**src/rtl/hazard_ctrl_pkg.sv**
```systemverilog
// Shared pipeline definitions for the hazard controller: register address
// width, the zero register and the memory-wait FSM state encoding.
package hazard_ctrl_pkg;

  localparam int unsigned REG_AW = 5;

  localparam logic [REG_AW-1:0] REG_ZERO = '0;

  typedef enum logic [1:0] {
    RUN      = 2'd0,
    MEM_WAIT = 2'd1
  } hz_state_e;

endpackage

```
**src/rtl/hazard_ctrl_if.sv**
```systemverilog
// Pipeline-side signal bundle of the hazard controller; the pipeline drives
// the observed fields (master), the controller drives the enables (slave).
interface hazard_ctrl_if #(
  parameter int unsigned CNT_W   = 32,
  parameter int unsigned FLUSH_W = 16
);
  import hazard_ctrl_pkg::*;

  logic [REG_AW-1:0]  IFID_RSaddr_i;
  logic [REG_AW-1:0]  IFID_RTaddr_i;
  logic               Branch_i;
  logic               BranchTaken_i;
  logic               IDEX_MemRead_i;
  logic               IDEX_RegWrite_i;
  logic [REG_AW-1:0]  IDEX_RDaddr_i;
  logic               EXMEM_MemRead_i;
  logic [REG_AW-1:0]  EXMEM_RDaddr_i;
  logic               mem_req_i;
  logic               mem_ready_i;

  logic               PCWrite_o;
  logic               IFIDWrite_o;
  logic               IFIDFlush_o;
  logic               IDEXWrite_o;
  logic               IDEXBubble_o;
  logic               EXMEMHold_o;
  logic               mem_err_o;
  logic [CNT_W-1:0]   stall_cnt_o;
  logic [FLUSH_W-1:0] flush_cnt_o;
  logic [1:0]         state_o;

  modport master (
    output IFID_RSaddr_i, IFID_RTaddr_i, Branch_i, BranchTaken_i,
           IDEX_MemRead_i, IDEX_RegWrite_i, IDEX_RDaddr_i,
           EXMEM_MemRead_i, EXMEM_RDaddr_i, mem_req_i, mem_ready_i,
    input  PCWrite_o, IFIDWrite_o, IFIDFlush_o, IDEXWrite_o, IDEXBubble_o,
           EXMEMHold_o, mem_err_o, stall_cnt_o, flush_cnt_o, state_o
  );

  modport slave (
    input  IFID_RSaddr_i, IFID_RTaddr_i, Branch_i, BranchTaken_i,
           IDEX_MemRead_i, IDEX_RegWrite_i, IDEX_RDaddr_i,
           EXMEM_MemRead_i, EXMEM_RDaddr_i, mem_req_i, mem_ready_i,
    output PCWrite_o, IFIDWrite_o, IFIDFlush_o, IDEXWrite_o, IDEXBubble_o,
           EXMEMHold_o, mem_err_o, stall_cnt_o, flush_cnt_o, state_o
  );

endinterface

```
**src/rtl/hazard_cmp.sv**
```systemverilog
// Qualified destination-vs-source match; register 0 never produces a hit.
module hazard_cmp
  import hazard_ctrl_pkg::*;
(
  input  logic              en,
  input  logic [REG_AW-1:0] rd,
  input  logic [REG_AW-1:0] rs,
  input  logic [REG_AW-1:0] rt,
  output logic              hit
);

  always_comb begin
    hit = en && (rd != REG_ZERO) && ((rd == rs) || (rd == rt));
  end

endmodule

```
**src/rtl/hazard_ctrl.sv**
```systemverilog
// Hazard controller: load-use / branch-operand stalls, taken-branch flush,
// data-memory wait FSM with sticky timeout, saturating stall/flush counters.
module hazard_ctrl
  import hazard_ctrl_pkg::*;
#(
  parameter int unsigned MEM_TIMEOUT = 16,
  parameter int unsigned CNT_W       = 32,
  parameter int unsigned FLUSH_W     = 16
) (
  input  logic         clk_i,
  input  logic         rst_i,
  hazard_ctrl_if.slave hz
);

  localparam int unsigned TW = $clog2(MEM_TIMEOUT) + 1;
  localparam logic [TW-1:0]      T_MAX     = TW'(MEM_TIMEOUT - 1);
  localparam logic [TW-1:0]      T_ERR_PRE = TW'(MEM_TIMEOUT - 2);
  localparam logic [TW-1:0]      T_ONE     = TW'(1);
  localparam logic [CNT_W-1:0]   S_ONE     = CNT_W'(1);
  localparam logic [FLUSH_W-1:0] F_ONE     = FLUSH_W'(1);

  hz_state_e          state;
  logic [TW-1:0]      tcnt;
  logic               mem_err;
  logic [CNT_W-1:0]   stall_cnt;
  logic [FLUSH_W-1:0] flush_cnt;

  logic lu, bx, bm, stall, freeze;
  logic pc_we, ifid_we, ifid_flush, idex_we, idex_bubble, exmem_hold;

  hazard_cmp u_cmp_lu (
    .en  (hz.IDEX_MemRead_i),
    .rd  (hz.IDEX_RDaddr_i),
    .rs  (hz.IFID_RSaddr_i),
    .rt  (hz.IFID_RTaddr_i),
    .hit (lu)
  );

  hazard_cmp u_cmp_bx (
    .en  (hz.Branch_i && hz.IDEX_RegWrite_i),
    .rd  (hz.IDEX_RDaddr_i),
    .rs  (hz.IFID_RSaddr_i),
    .rt  (hz.IFID_RTaddr_i),
    .hit (bx)
  );

  hazard_cmp u_cmp_bm (
    .en  (hz.Branch_i && hz.EXMEM_MemRead_i),
    .rd  (hz.EXMEM_RDaddr_i),
    .rs  (hz.IFID_RSaddr_i),
    .rt  (hz.IFID_RTaddr_i),
    .hit (bm)
  );

  always_comb begin
    stall  = lu || bx || bm;
    freeze = (state == MEM_WAIT) || (hz.mem_req_i && !hz.mem_ready_i);
  end

  // Priority: memory freeze, then hazard bubble, then taken-branch flush.
  always_comb begin
    pc_we       = 1'b0;
    ifid_we     = 1'b0;
    ifid_flush  = 1'b0;
    idex_we     = 1'b0;
    idex_bubble = 1'b0;
    exmem_hold  = 1'b0;
    if (rst_i) begin
      if (freeze) begin
        exmem_hold = 1'b1;
      end else if (stall) begin
        idex_we     = 1'b1;
        idex_bubble = 1'b1;
      end else begin
        pc_we      = 1'b1;
        ifid_we    = 1'b1;
        idex_we    = 1'b1;
        ifid_flush = hz.BranchTaken_i;
      end
    end
  end

  always_ff @(posedge clk_i or negedge rst_i) begin
    if (!rst_i) begin
      state     <= RUN;
      tcnt      <= '0;
      mem_err   <= 1'b0;
      stall_cnt <= '0;
      flush_cnt <= '0;
    end else begin
      if (!pc_we && (stall_cnt != '1)) stall_cnt <= stall_cnt + S_ONE;
      if (ifid_flush && (flush_cnt != '1)) flush_cnt <= flush_cnt + F_ONE;
      case (state)
        RUN: begin
          if (hz.mem_req_i && !hz.mem_ready_i) begin
            state <= MEM_WAIT;
            tcnt  <= '0;
          end
        end
        MEM_WAIT: begin
          if (hz.mem_ready_i) begin
            state <= RUN;
            tcnt  <= '0;
          end else begin
            if (tcnt != T_MAX) tcnt <= tcnt + T_ONE;
            // Flag raised on the edge where the count reaches MEM_TIMEOUT-1.
            if (tcnt == T_ERR_PRE) mem_err <= 1'b1;
          end
        end
        default: state <= RUN;
      endcase
    end
  end

  always_comb begin
    hz.PCWrite_o    = pc_we;
    hz.IFIDWrite_o  = ifid_we;
    hz.IFIDFlush_o  = ifid_flush;
    hz.IDEXWrite_o  = idex_we;
    hz.IDEXBubble_o = idex_bubble;
    hz.EXMEMHold_o  = exmem_hold;
    hz.mem_err_o    = mem_err;
    hz.stall_cnt_o  = stall_cnt;
    hz.flush_cnt_o  = flush_cnt;
    hz.state_o      = state;
  end

endmodule

```
**src/flat_wrapper.sv**
```systemverilog
// flat-port wrapper written by rule: the top's interface ports become plain ports
module hazard_ctrl_flat import hazard_ctrl_pkg::*;
#(
  parameter int unsigned MEM_TIMEOUT = 16,
  parameter int unsigned CNT_W       = 32,
  parameter int unsigned FLUSH_W     = 16
)
  (clk_i, rst_i, hz_IFID_RSaddr_i, hz_IFID_RTaddr_i, hz_Branch_i, hz_BranchTaken_i, hz_IDEX_MemRead_i, hz_IDEX_RegWrite_i, hz_IDEX_RDaddr_i, hz_EXMEM_MemRead_i, hz_EXMEM_RDaddr_i, hz_mem_req_i, hz_mem_ready_i, hz_PCWrite_o, hz_IFIDWrite_o, hz_IFIDFlush_o, hz_IDEXWrite_o, hz_IDEXBubble_o, hz_EXMEMHold_o, hz_mem_err_o, hz_stall_cnt_o, hz_flush_cnt_o, hz_state_o);
  hazard_ctrl_if #(.CNT_W(CNT_W), .FLUSH_W(FLUSH_W)) hz_i ();
  input  logic clk_i;
  input  logic rst_i;
  input wire logic [$bits(hz_i.IFID_RSaddr_i)-1:0] hz_IFID_RSaddr_i;
  input wire logic [$bits(hz_i.IFID_RTaddr_i)-1:0] hz_IFID_RTaddr_i;
  input wire logic [$bits(hz_i.Branch_i)-1:0] hz_Branch_i;
  input wire logic [$bits(hz_i.BranchTaken_i)-1:0] hz_BranchTaken_i;
  input wire logic [$bits(hz_i.IDEX_MemRead_i)-1:0] hz_IDEX_MemRead_i;
  input wire logic [$bits(hz_i.IDEX_RegWrite_i)-1:0] hz_IDEX_RegWrite_i;
  input wire logic [$bits(hz_i.IDEX_RDaddr_i)-1:0] hz_IDEX_RDaddr_i;
  input wire logic [$bits(hz_i.EXMEM_MemRead_i)-1:0] hz_EXMEM_MemRead_i;
  input wire logic [$bits(hz_i.EXMEM_RDaddr_i)-1:0] hz_EXMEM_RDaddr_i;
  input wire logic [$bits(hz_i.mem_req_i)-1:0] hz_mem_req_i;
  input wire logic [$bits(hz_i.mem_ready_i)-1:0] hz_mem_ready_i;
  output wire logic [$bits(hz_i.PCWrite_o)-1:0] hz_PCWrite_o;
  output wire logic [$bits(hz_i.IFIDWrite_o)-1:0] hz_IFIDWrite_o;
  output wire logic [$bits(hz_i.IFIDFlush_o)-1:0] hz_IFIDFlush_o;
  output wire logic [$bits(hz_i.IDEXWrite_o)-1:0] hz_IDEXWrite_o;
  output wire logic [$bits(hz_i.IDEXBubble_o)-1:0] hz_IDEXBubble_o;
  output wire logic [$bits(hz_i.EXMEMHold_o)-1:0] hz_EXMEMHold_o;
  output wire logic [$bits(hz_i.mem_err_o)-1:0] hz_mem_err_o;
  output wire logic [$bits(hz_i.stall_cnt_o)-1:0] hz_stall_cnt_o;
  output wire logic [$bits(hz_i.flush_cnt_o)-1:0] hz_flush_cnt_o;
  output wire logic [$bits(hz_i.state_o)-1:0] hz_state_o;
  assign hz_i.IFID_RSaddr_i = hz_IFID_RSaddr_i;
  assign hz_i.IFID_RTaddr_i = hz_IFID_RTaddr_i;
  assign hz_i.Branch_i = hz_Branch_i;
  assign hz_i.BranchTaken_i = hz_BranchTaken_i;
  assign hz_i.IDEX_MemRead_i = hz_IDEX_MemRead_i;
  assign hz_i.IDEX_RegWrite_i = hz_IDEX_RegWrite_i;
  assign hz_i.IDEX_RDaddr_i = hz_IDEX_RDaddr_i;
  assign hz_i.EXMEM_MemRead_i = hz_EXMEM_MemRead_i;
  assign hz_i.EXMEM_RDaddr_i = hz_EXMEM_RDaddr_i;
  assign hz_i.mem_req_i = hz_mem_req_i;
  assign hz_i.mem_ready_i = hz_mem_ready_i;
  assign hz_PCWrite_o = hz_i.PCWrite_o;
  assign hz_IFIDWrite_o = hz_i.IFIDWrite_o;
  assign hz_IFIDFlush_o = hz_i.IFIDFlush_o;
  assign hz_IDEXWrite_o = hz_i.IDEXWrite_o;
  assign hz_IDEXBubble_o = hz_i.IDEXBubble_o;
  assign hz_EXMEMHold_o = hz_i.EXMEMHold_o;
  assign hz_mem_err_o = hz_i.mem_err_o;
  assign hz_stall_cnt_o = hz_i.stall_cnt_o;
  assign hz_flush_cnt_o = hz_i.flush_cnt_o;
  assign hz_state_o = hz_i.state_o;
  hazard_ctrl #(.MEM_TIMEOUT(MEM_TIMEOUT), .CNT_W(CNT_W), .FLUSH_W(FLUSH_W)) u_core (.clk_i(clk_i), .rst_i(rst_i), .hz(hz_i));
endmodule
```
**config.mk**
```make
export PLATFORM = sky130hd
export DESIGN_NAME = hazard_ctrl_flat
export DESIGN_NICKNAME = d
export VERILOG_FILES = /design/src/rtl/hazard_ctrl_pkg.sv /design/src/rtl/hazard_ctrl_if.sv /design/src/rtl/hazard_cmp.sv /design/src/rtl/hazard_ctrl.sv /design/src/flat_wrapper.sv
export SDC_FILE = /design/constraint.sdc
export NUM_CORES = 1
export LEC_CHECK = 0
export BUFFER_PORTS_ARGS = -buffer_cell sky130_fd_sc_hd__clkbuf_2
export CAP_MARGIN = 30
export CORE_MARGIN = 4
export CORE_UTILIZATION = 57
export DETAILED_ROUTE_END_ITERATION = 8
export MAX_ROUTING_LAYER = met4
export PLACE_DENSITY = 0.95
export SLEW_MARGIN = 20
export SYNTH_ARGS = -nofsm -noshare
export SYNTH_HDL_FRONTEND = slang
export SYNTH_HIERARCHICAL = 1
export SYNTH_SLANG_ARGS = --single-unit
```
**constraint.sdc**
```tcl
create_clock -name clk_i -period 3.6 [get_ports clk_i]
set_input_delay 0.36 -clock clk_i [delete_from_list [all_inputs] [get_ports clk_i]]
set_output_delay 0.36 -clock clk_i [all_outputs]
set_load 0.005 [all_outputs]
```
### After elaboration in Yosys (flattened, before gate mapping)

Index checks and enable logic that the tools add are counted.

* bits in registers: 56
* bits in latches: 0
* bits in writable memories: 0
* memory bits (read-only): 0
* bits of input ports: 29
* output and inout port bits: 57
* memories: 0

* $add $sub $neg: 3
* $mul: 0
* divide/modulo/power cells: 0
* magnitude comparators: 0
* equal/unequal tests: 12
* shift operators: 0
* muxes and demuxes: 20
* bitwise gates (word level): 1
* reductions and logical operators: 25

Operators by type and width (number)
* adder 32 x 1 -> 32 bit (second input constant): 1
* inequality test 32 bit (second input constant): 1
* == test 5 bit: 4
* adder 16 x 1 -> 16 bit (second input constant): 1
* inequality test 16 bit (second input constant): 1
* two-way mux 5 bit: 3
* two-way mux 1 bit: 13
* logical AND 1 bit: 11
* case mux 5 bit (2 select lines): 1
* nonzero test 5 bit: 2
* AND reduction 3 bit: 2
* adder 5 x 1 -> 5 bit (second input constant): 1
* == test 5 x 4 -> 1 bit (second input constant): 1
* logical OR 1 bit: 5
* inequality test 5 x 4 -> 1 bit (second input constant): 1
* two-way mux 2 bit: 2
* case mux 2 bit (2 select lines): 1
* inequality test 3 bit (second input constant): 1
* == test 2 x 1 -> 1 bit (second input constant): 1
* zero test 1 bit: 2
* zero test 2 bit: 1
* inequality test 2 x 1 -> 1 bit (second input constant): 1
* inequality test 2 bit (second input constant): 1
* AND reduction 2 bit: 1
* other kinds (2): 2

### Depth between registers and ports, before layout

Gate-level depths: netlist (run 1).

* depth after elaboration: 10
* depth in mapped cells: 10

### Modules after synthesis

The synthesis (run 1) kept the hierarchy.

Modules (own cells, without submodules)
* hazard_ctrl: times used 1, cells an instance 257, area each 2915.3 um^2, seq. area each 1376.3 um^2
* hazard_cmp: times used 3, cells an instance 17, area each 125.1 um^2, seq. area each 0.0 um^2

### Worst setup path before layout (run 1)

OpenSTA, ideal clock, no wires.

* kind: input to register
* start: in hz_IDEX_RDaddr_i[1]
* end: reg u_core.flush_cnt[15] (netlist: u_core/hz.flush_cnt_o[15])
* setup time: 0.124 ns
* arrival time: 2.150 ns
* data required time: 3.476 ns
* slack: 1.326 ns
* stages: 8
* path buffers: 0
* cells stage by stage: or4_1 > o21ai_1 > a21oi_1 > nor3_2 > nand4_1 > a211oi_2 > nand4_1 > xnor2_1

* word-level cells in the longest chain between the ends: 9
* elaborated cells between the ends (all ways): 14
* classes of those cells: eq/ne (2); mux (3); reduce/logical (9)

Ends and longest elaborated chain
* start, declared: RTL line flat_wrapper.sv:18 `input wire logic [$bits(hz_i.IDEX_RDaddr_i)-1:0] hz_IDEX_RDaddr_i;`
* == test 5 bit / nonzero test 5 bit (equally long branches): RTL line hazard_cmp.sv:13 `hit = en && (rd != REG_ZERO) && ((rd == rs) || (rd == rt));`
* logical OR 1 bit / logical AND 1 bit (equally long branches): RTL line hazard_cmp.sv:13
* logical AND 1 bit *: RTL line hazard_cmp.sv:13
* net u_core.bx: RTL line hazard_ctrl.sv:28 `logic lu, bx, bm, stall, freeze;`
* logical OR 1 bit * (2 in series): RTL line hazard_ctrl.sv:56 `stall = lu || bx || bm;`
* two-way mux 1 bit *: RTL line hazard_ctrl.sv:71 `end else if (stall) begin`
* two-way mux 1 bit *: RTL line hazard_ctrl.sv:69 `if (freeze) begin`
* two-way mux 1 bit *: RTL line hazard_ctrl.sv:68 `if (rst_i) begin`
* logical AND 1 bit *: RTL line hazard_ctrl.sv:92 `if (ifid_flush && (flush_cnt != '1)) flush_cnt <= flush_cnt + F_ONE;`
* end signal, assigned: RTL line hazard_ctrl.sv:92
* end, declared: RTL line hazard_ctrl.sv:26 `logic [FLUSH_W-1:0] flush_cnt;`

The timed path passes the listed nets; every way through them passes the cells marked *.
A chain may end at the register's enable or synchronous reset.

### Worst setup path after layout (run 1)

* start: in hz_IDEX_RDaddr_i[1]
* end: out hz_PCWrite_o

* word-level cells in the longest chain between the ends: 8
* elaborated cells between the ends (all ways): 13
* classes of those cells: eq/ne (2); mux (3); reduce/logical (8)

Ends and longest elaborated chain
* == test 5 bit / nonzero test 5 bit (equally long branches): RTL line hazard_cmp.sv:13
* logical OR 1 bit / logical AND 1 bit (equally long branches): RTL line hazard_cmp.sv:13
* logical AND 1 bit *: RTL line hazard_cmp.sv:13
* net u_core.bx: RTL line hazard_ctrl.sv:28
* logical OR 1 bit * (2 in series): RTL line hazard_ctrl.sv:56
* two-way mux 1 bit *: RTL line hazard_ctrl.sv:71
* two-way mux 1 bit *: RTL line hazard_ctrl.sv:69
* two-way mux 1 bit *: RTL line hazard_ctrl.sv:68
* end, declared: RTL line flat_wrapper.sv:23 `output wire logic [$bits(hz_i.PCWrite_o)-1:0] hz_PCWrite_o;`

Marked as above.

==> impl_metrics.csv, run 1 <==
group,metric,value,unit
synthesis,ys_warn_count,6,
critical_path,worst_setup_path_endpoint,"hz_PCWrite_o",
sta,report.final.slew_viol_count,0,
clock_tree,postCtsHoldBufs,0,
pwr,power_density,396,nW/um^2
layout,post_route_cells_drive_above_1_share,32.0,%
die,top_level_ports,86,
outcome,run_status,"complete, no violations",
place,placed_insts,458,
hold_path,holdPathStages,2,
routing,drcViolationCount,0,
sta,post-route-period-util,81.4,%
critical_path,worst_ep_arrival,2.57,ns
die,rows,27,
critical_path,critPathMaxFanout,15,
critical_path,cp.required,3.24,ns
clock_tree,depth_of_the_cts_h_tree,2,
synthesis,ranking_of_synthesized_cells_by_area,"dfrtp_1, xnor2_1, xor2_1",
sta,finalWorstPathRequiredPeriod,2.93,ns
pwr,finalPower,1.52,mW
clock_tree,cts_num_sinks,55,
layout,fillCellCount,452,
job,timing.max_cap.violations,0,
clock_tree,post_cts.repair.setup_buffers,0,
synthesis,share_of_yosys_cell_area_claimed_by_the_top_area_cell_type,41.8,%
routing,detailed_route_iter0_violations,181,
clock_tree,cts-root-buf,"clkbuf_8",
sta,finClkSkew,0.00519,ns
synthesis,synth.largest_area_cell,"dfrtp_1",
synthesis,synth-edff-count,0,
clock_tree,worst_skew_late_latency,0.30,ns
synthesis,synth.most_common_cell,"dfrtp_1",
clock_tree,cts_buffer_depth,2,
synthesis,synthFlopType,"dfrtp_1",
critical_path,worst_setup_path_start_kind,"primary input",
layout,post_layout_nonfiller_instances,466,
synthesis,ys_seq_area_share,41.8,%
place,gpl.final_weighted_congestion,0.873,
die,floorplan.die_area,7050,um^2
routing,num_vias,2647,
global_route,grt-ovfl-total,0,
clock_tree,cts_buffers,5,
critical_path,crit_path_end_kind,"primary output",
sta,final.setup.tns,0,ns
place,post-dp-hpwl,5590,um
routing,routed_wire_length,7340,um
synthesis,synth.top_cells.by_count,"dfrtp_1, xnor2_1, xor2_1",
routing,drtAntennaViolNets,0,
sta,setup_repair_after_global_routing_missed_its_margin,"false",
place,portBuffers,84,
routing,count_of_tritonroute_iterations_in_the_first_routing_pass,4,
global_route,grt_usage,22.4,%
clock_tree,path_clk_slew,0.09,ns
sta,layout_setup_ws,0.670,ns
routing,wl_per_cell,15.7,um
clock_tree,cts_resized,0,
global_route,antenna_found_initial,0,
synthesis,synth-seq-cells,55,
synthesis,ys_types,42,
synthesis,netlist_area,3290,um^2
global_route,grt_max_degree,57,
pwr,cellLeakagePower,1.79,nW
synthesis,async_flop_share,100,%
hold_path,min_delay_worst_type,"primary input to flip-flop",
critical_path,worst_r2r_endpoint,"u_core/hz.stall_cnt_o[1]",
die,fp.coreArea,5540,um^2
critical_path,setup.reg_to_reg.worst_slack,1.38,ns
die,dieWidth,84.0,um
place,setup_slack_after_placement,0.701,ns
layout,antenna-diode-count,0,
sta,timing_worst_slew_pin_value,0.702,ns
synthesis,syn_avg_cell_area,10.7,um^2
pwr,peak_ir_drop_on_the_vdd_network,0.000190,V
global_route,grt_pass1_vias,2681,
layout,nNetsFinal,427,
synthesis,synth_nets,342,
sta,setup_viol,0,
critical_path,crit_start,"hz_IDEX_RDaddr_i[1]",
layout,synthToLayoutAreaGrowth,16.5,%
synthesis,synthesis.instances,308,
sta,fmaxAchievable,0.341,GHz
critical_path,worstRegToRegCells,5,
sta,slew-limit-headroom,53.0,%
die,initial_utilization,59.4,%
global_route,global_route_wire_length_before_repair,12700,um
critical_path,startpoint_of_the_worst_slack_reg_to_reg_timing_path,"u_core/hz.stall_cnt_o[10]",
critical_path,setup.worst_path.class,"primary input to primary output",
clock_tree,cts_tree,"done",
sta,final-hold-violation-count,0,
die,fp.dieH,84.0,um
routing,viasPerCell,5.68,
==> where the power goes <==
group | total (mW) | switching (mW) | internal (mW)
Sequential | 0.818 | 0.115 | 0.703
Combinational | 0.365 | 0.187 | 0.177
Clock | 0.333 | 0.197 | 0.137
==> metrics by stage <==
step | util [%] | instance area [um^2] | hold WS, ns
2_1_floorplan | - | 3290 | 0.0644
3_3_place_gp | 67.6 | 3750 | 0.455
3_5_place_dp | 67.6 | 3750 | 0.462
4_1_cts | 69.2 | 3830 | 0.224
5_1_grt | 69.2 | 3830 | 0.234
6_report | 69.2 | 3830 | 0.225
==> how the worst min path moves through the flow <==
stage          slack, ns           startpoint                       end
2_1_floorplan       0.06                rst_i  u_core/hz.flush_cnt_o[0]
3_3_place_gp        0.46  u_core/hz.mem_err_o       u_core/hz.mem_err_o
4_1_cts             0.22       hz_mem_ready_i      u_core/hz.state_o[0]
6_report            0.23       hz_mem_ready_i      u_core/hz.state_o[0]
5_1_grt             0.23       hz_mem_ready_i      u_core/hz.state_o[0]
3_5_place_dp        0.46  u_core/hz.mem_err_o       u_core/hz.mem_err_o
==> metal layers <==
metal	vias to the layer above	GRT usage [%]	wire length [um]
met5	-	-	0
met4	0	6.73	125
met3	15	4.24	397
met2	85	38.5	3770
met1	1295	26.9	3040
li1	1252	-	-
==> flip-flops by register name, indices dropped and copies added, names as in the netlist <==
name,cells
u_core/tcnt,5
u_core/hz.state_o,1
u_core/hz.mem_err_o,1
u_core/hz.flush_cnt_o,16
u_core/hz.stall_cnt_o,32
==> worst max-delay path, stage by stage <==
cell      delay, ns
clkbuf_2       0.14
or4_1          0.54
o21ai_1        0.16
a21oi_1        0.07
nor3_2         0.25
nand3_1        0.55
clkinv_4       0.32
clkbuf_2       0.15
==> cell families (layout without fill, tap and decap cells) <==
logic type,count (synthesis),in the layout,synth area share [%]
buffers and inverters,15,101,2.93
other,1,1,0.114
xor gates and xnor gates,78,78,20.8
AOI/OAI and AO/OA,17,17,3.73
muxes,3,3,1.03
and+or+nand+nor,134,134,27.7
adders and majority gates,5,5,1.90
DFF,55,55,41.8
==> layout make-up <==
type | count | area (um^2) | area share [%]
multi-input cells | 238 | 1820 | 47.4
flip-flops and latches | 55 | 1380 | 35.9
repair buffers | 85 | 428 | 11.2
well taps | 72 | 90.1 | 2.35
clock buffers | 6 | 72.6 | 1.89
inverters | 8 | 35.0 | 0.914
clock inverters | 2 | 12.5 | 0.326
==> placed cells by master, fill, tap and decap left out, types with 2 or more instances in the layout <==
cell	synthesis	layout
clkbuf_2	0	84
dfrtp_1	55	55
xnor2_1	40	40
xor2_1	38	38
nand3_1	28	28
nand2_1	20	20
nor3_1	13	13
nor3_2	11	11
nand4_1	11	11
and3_1	9	9
nor4_2	8	8
inv_1	7	7
clkbuf_8	0	5
nor2b_1	5	5
a22o_1	5	5
ha_1	5	5
and2_1	4	4
nor2_1	4	4
a21oi_1	4	4
mux2_1	3	3
or4_1	3	3
o21ai_1	3	3
nand2b_1	2	2
and4_4	2	2
and4_1	2	2
nand4b_1	2	2
nor4b_2	2	2
o21ai_0	2	2
a211oi_2	2	2
(Power assumes the default switching activity.)
==> run 2: changes to the inputs <==
--- a/config.mk
+++ b/config.mk
@@ -8,10 +8,10 @@
 export BUFFER_PORTS_ARGS = -buffer_cell sky130_fd_sc_hd__clkbuf_2
 export CAP_MARGIN = 30
 export CORE_MARGIN = 4
-export CORE_UTILIZATION = 57
+export CORE_UTILIZATION = 48
 export DETAILED_ROUTE_END_ITERATION = 8
 export MAX_ROUTING_LAYER = met4
-export PLACE_DENSITY = 0.95
+export PLACE_DENSITY = 0.86
 export SLEW_MARGIN = 20
 export SYNTH_ARGS = -nofsm -noshare
 export SYNTH_HDL_FRONTEND = slang
==> constraint.sdc (replaced) <==
create_clock -name clk_i -period 2.4 [get_ports clk_i]
set_input_delay 0.24 -clock clk_i [delete_from_list [all_inputs] [get_ports clk_i]]
set_output_delay 0.24 -clock clk_i [all_outputs]
set_load 0.005 [all_outputs]
==> impl_metrics.csv, run 2 (synthesized netlist as in run 1, its figures left out) <==
group,metric,value,unit
outcome,run_status,"complete, no violations",
die,floorplan.die_area,8240,um^2
layout,nNetsFinal,435,
layout,layout.cells.most_common,"clkbuf_2",
pwr,comb_power_share,22.9,%
sta,fin_hold_ws,0.112,ns
routing,wl_per_cell,14.7,um
routing,count_of_tritonroute_iterations_in_the_first_routing_pass,4,
sta,post-route-period-util,92.2,%
sta,final.setup.tns,0,ns
layout,synthToLayoutAreaGrowth,19.6,%
clock_tree,postCtsHoldBufs,0,
sta,final-hold-violation-count,0,
die,rows,29,
layout,antenna-diode-count,0,
sta,report.final.slew_viol_count,0,
pwr,power_density,609,nW/um^2
clock_tree,path_clk_slew,0.09,ns
job,timing.max_cap.violations,0,
clock_tree,cts_tree,"done",
sta,finalWorstPathRequiredPeriod,2.21,ns
clock_tree,cts-root-buf,"clkbuf_8",
critical_path,cp.required,2.16,ns
pwr,finalPower,2.40,mW
die,fp.dieH,90.8,um
sta,setup_viol,0,
pwr,cellLeakagePower,1.86,nW
critical_path,crit_path_end_kind,"primary output",
pwr,swShare,30.6,%
clock_tree,worst_skew_late_latency,0.30,ns
routing,viasPerCell,5.42,
layout,commonest_non_fill_non_tap_cells_in_the_layout,"clkbuf_2, dfrtp_1, xnor2_1, xor2_1, nand3_1",
critical_path,worst_ep_arrival,1.97,ns
die,top_level_ports,86,
hold_path,min_delay_worst_type,"primary input to flip-flop",
routing,drtAntennaViolNets,0,
critical_path,critPathMaxFanout,10,
sta,slew-limit-headroom,53.6,%
global_route,antenna_found_initial,0,
place,gpl.final_weighted_congestion,0.835,
sta,setup_repair_after_global_routing_missed_its_margin,"false",
clock_tree,depth_of_the_cts_h_tree,2,
sta,fmaxAchievable,0.452,GHz
die,dieWidth,90.8,um
place,place_area,3810,um^2
routing,num_vias,2594,
layout,post_layout_nonfiller_instances,479,
routing,drcViolationCount,0,
global_route,global_route_wire_length_before_repair,11900,um
place,post-dp-hpwl,5450,um
pwr,peak_ir_drop_on_the_vdd_network,0.000262,V
pwr,clkPwrFrac,26.0,%
place,portBuffers,84,
clock_tree,cts_buffer_depth,2,
place,placed_insts,471,
clock_tree,cts_num_sinks,55,
pwr,power_frac_seq,51.1,%
die,fp.coreArea,6490,um^2
layout,area_of_all_placed_cells_without_fillers,3940,um^2
sta,timing_worst_slew_pin_value,0.697,ns
clock_tree,cts_buffers,5,
layout,largest_register_ff_count,32,
critical_path,setup.worst_path.class,"primary input to primary output",
global_route,grt_usage,17.8,%
critical_path,worst_setup_path_start_kind,"primary input",
global_route,grt-ovfl-total,0,
layout,post_route_cells_drive_above_1_share,33.8,%
die,initial_utilization,50.7,%
pwr,power_report.internal_total,1.66,mW
routing,routed_wire_length,7030,um
routing,detailed_route_iter0_violations,126,
global_route,grt_pass1_vias,2568,
global_route,grt_max_degree,57,
pwr,power.net_switching,0.733,mW
sta,finClkSkew,0.00634,ns
[run 2: changes by cell type in the layout (fill, tap and decap cells not counted), sizes merged]
cell / change
buf: +8
bufinv: +1
clkinvlp: -1
[run 2: cell type report]
| cell class | instances | area (um^2) |
|---|---|---|
| flip-flops and latches | 55 | 1380 |
| inverters | 8 | 35.0 |
| fillers | 562 | 2560 |
| multi-input cells | 238 | 1820 |
| clock inverters | 2 | 35.0 |
| clock buffers | 6 | 82.6 |
| well taps | 77 | 96.3 |
| repair buffers | 93 | 488 |
[run 2: final timing paths]
kind	startpoint	to	slack [ns]	cells after the start
setup / recovery	hz_EXMEM_RDaddr_i[1]	hz_PCWrite_o	0.19	9
min in group asynchronous	rst_i	u_core/hz.stall_cnt_o[5]	0.15	2
hold reg to reg	u_core/hz.mem_err_o	u_core/hz.mem_err_o	0.48	1
setup reg to reg	u_core/hz.stall_cnt_o[10]	u_core/hz.stall_cnt_o[31]	0.31	6
max in group asynchronous	rst_i	u_core/hz.state_o[0]	1.78	2
hold / removal	hz_mem_ready_i	u_core/hz.state_o[0]	0.11	2
[run 2: layer usage]
layer  vias up  routed length (um)  track usage [%]
li1       1264                   -                -
met1      1255                3130             21.7
met2        67                3500             30.0
met3         8                 315             3.25
met4         0                  89             5.78
met5         -                   0                -
[run 2: power groups by stage]
stage | registers, mW | clock network [mW] | logic (mW)
final | 1.23 | 0.623 | 0.548
after global routing | 1.26 | 0.689 | 0.616
after CTS | 1.22 | 0.648 | 0.557
after detailed placement | 1.24 | 0 | 0.554
after global placement | 1.23 | 0 | 0.534
after floorplan | 1.22 | 0 | 0.292
[run 2: per-stage QoR]
step / worst slack (ns) / util, %
2_1_floorplan: 0.246 / -
3_3_place_gp: 0.0724 / 58.7
3_5_place_dp: -0.0235 / 58.7
4_1_cts: 0.0896 / 60.5
5_1_grt: 0.0439 / 60.6
6_report: 0.188 / 60.6
[run 2: what timing repair did]
item | CTS | global route
endpoints found under the setup margin | 0 | 2
setup buffers | 0 | 0
gates resized for setup | 0 | 1
[run 2: worst max-delay path, cell delays in order]
cell and delay (ns):
clkbuf_2 0.11, or4_1 0.51, o21ai_1 0.13, a21oi_1 0.07, nor3_2 0.29, nand3_2 0.18
buf_4 0.19, clkinv_4 0.10, clkbuf_2 0.14
==> run 3: changes to the inputs <==
--- a/config.mk
+++ b/config.mk
@@ -7,7 +7,7 @@
 export LEC_CHECK = 0
 export BUFFER_PORTS_ARGS = -buffer_cell sky130_fd_sc_hd__clkbuf_2
 export CAP_MARGIN = 30
-export CORE_MARGIN = 4
+export CORE_MARGIN = 5
 export CORE_UTILIZATION = 48
 export DETAILED_ROUTE_END_ITERATION = 8
 export MAX_ROUTING_LAYER = met4
==> impl_metrics.csv, run 3 (synthesized netlist as in run 1, its figures left out) <==
group,metric,value,unit
layout,commonest_non_fill_non_tap_cells_in_the_layout,"clkbuf_2, dfrtp_1, xnor2_1, xor2_1, nand3_1",
sta,post-route-period-util,88.7,%
clock_tree,cts_buffers,5,
outcome,run_status,"complete, no violations",
pwr,cellLeakagePower,1.84,nW
critical_path,critPathMaxFanout,5,
critical_path,cpMaxStageDelayCell,"or4_1",
sta,layout_setup_ws,0.271,ns
critical_path,crit_path_end_kind,"flip-flop",
routing,drcViolationCount,0,
clock_tree,cts-root-buf,"clkbuf_8",
global_route,grt_pass1_vias,2658,
layout,area_of_all_placed_cells_without_fillers,3910,um^2
clock_tree,cts_buffer_depth,2,
place,gpl.final_weighted_congestion,0.867,
clock_tree,cts_num_sinks,55,
routing,routed_wire_length,7420,um
layout,largest_register_ff_count,32,
routing,drtAntennaViolNets,0,
sta,slew-limit-headroom,53.3,%
sta,finClkSkew,0.00446,ns
sta,timing_worst_slew_pin_value,0.700,ns
die,dieWidth,92.8,um
die,fp.dieH,92.8,um
routing,wl_per_cell,15.4,um
sta,fin_hold_ws,0.108,ns
clock_tree,postCtsHoldBufs,0,
clock_tree,depth_of_the_cts_h_tree,2,
clock_tree,cts_resized,0,
routing,detailed_route_iter0_violations,81,
sta,fmaxAchievable,0.470,GHz
sta,final-hold-violation-count,0,
layout,antenna-diode-count,0,
sta,setup_repair_after_global_routing_missed_its_margin,"false",
clock_tree,worst_skew_late_latency,0.30,ns
layout,synthToLayoutAreaGrowth,18.8,%
die,fp.coreArea,6720,um^2
global_route,grt_usage,18.1,%
place,setup_slack_after_placement,-0.0388,ns
clock_tree,post_cts.repair.setup_buffers,0,
hold_path,min_delay_worst_type,"primary input to flip-flop",
critical_path,setup.reg_to_reg.worst_slack,0.34,ns
routing,count_of_tritonroute_iterations_in_the_first_routing_pass,4,
critical_path,cp.required,2.59,ns
place,place_area,3820,um^2
critical_path,setup.worst_path.class,"primary input to flip-flop",
place,portBuffers,84,
global_route,grt-ovfl-total,0,
global_route,antenna_found_initial,0,
clock_tree,path_clk_slew,0.09,ns
job,timing.max_cap.violations,0,
global_route,grt_max_degree,57,
layout,layout.cells.most_common,"clkbuf_2",
pwr,power_density,581,nW/um^2
die,top_level_ports,86,
sta,final.setup.tns,0,ns
critical_path,max_stage_delay,0.52,ns
die,floorplan.die_area,8610,um^2
critical_path,worst_setup_path_start_kind,"primary input",
critical_path,cpMostUsedCell,"nand4_1",
layout,nNetsFinal,436,
die,rows,30,
sta,report.final.slew_viol_count,0,
clock_tree,cts_tree,"done",
sta,finalWorstPathRequiredPeriod,2.13,ns
layout,post_route_cells_drive_above_1_share,33.5,%
routing,viasPerCell,5.42,
pwr,finalPower,2.27,mW
place,post-dp-hpwl,5710,um
sta,setup_viol,0,
global_route,global_route_wire_length_before_repair,12400,um
critical_path,crit_chain,"clkbuf_2 > or4_1 > o21ai_1 > a21oi_1 > nor3_2 > nand4_1 > a211oi_2 > nand4_1 > xnor2_1",
pwr,peak_ir_drop_on_the_vdd_network,0.000234,V
critical_path,worst_ep_arrival,2.32,ns
die,initial_utilization,49.0,%
routing,num_vias,2616,
## run 3: critical path: cells and delay by family
| kind | cells | cell delay, ns |
|---|---|---|
| AO/OA/AOI/OAI | 3 | 0.63 |
| XOR/XNOR | 1 | 0.16 |
| buffers and inverters | 1 | 0.09 |
| AND/OR/NAND/NOR | 4 | 1.20 |
## run 3: through the flow
step / util (%) / std cells
floorplan: - / 308
global placement: 56.9 / 475
CTS: 58.2 / 483
detailed placement: 56.9 / 475
finish: 58.2 / 483
global route: 58.2 / 483
## run 3: power breakdown
group	internal [mW]	leakage [nW]	switching (mW)
Combinational	0.271	1.10	0.273
Clock	0.205	0.0412	0.295
Sequential	1.05	0.697	0.173
Total	1.53	1.84	0.740
## run 3: per-layer routing
layer | up-vias | part of all wire (%) | routed length (um) | track usage (%)
met5 | - | 0 | 0 | -
met4 | 0 | 1.3 | 97 | 3.79
met3 | 12 | 5.7 | 423 | 3.57
met2 | 71 | 49 | 3640 | 31.0
met1 | 1259 | 44 | 3260 | 22.1
li1 | 1274 | - | - | -
## run 3: layout make-up
cell class              count  area [um^2]
clock buffers               6         72.6
clock inverters             2         12.5
fillers                   592         2810
inverters                   8         35.0
multi-input cells         238         1820
flip-flops and latches     55         1380
well taps                  80          100
repair buffers             94          495
## run 3: path summary, 6_finish.rpt
| check | startpoint | to | cells past startpoint |
|---|---|---|---|
| max | hz_IDEX_RDaddr_i[1] | u_core/hz.flush_cnt_o[10] | 9 |
| min | hz_mem_ready_i | u_core/hz.state_o[0] | 2 |
| max reg2reg | u_core/hz.stall_cnt_o[10] | u_core/hz.stall_cnt_o[24] | 6 |
| min reg2reg | u_core/hz.mem_err_o | u_core/hz.mem_err_o | 1 |
| max in group asynchronous | rst_i | u_core/tcnt[2] | 2 |
| min in group asynchronous | rst_i | u_core/hz.flush_cnt_o[13] | 2 |
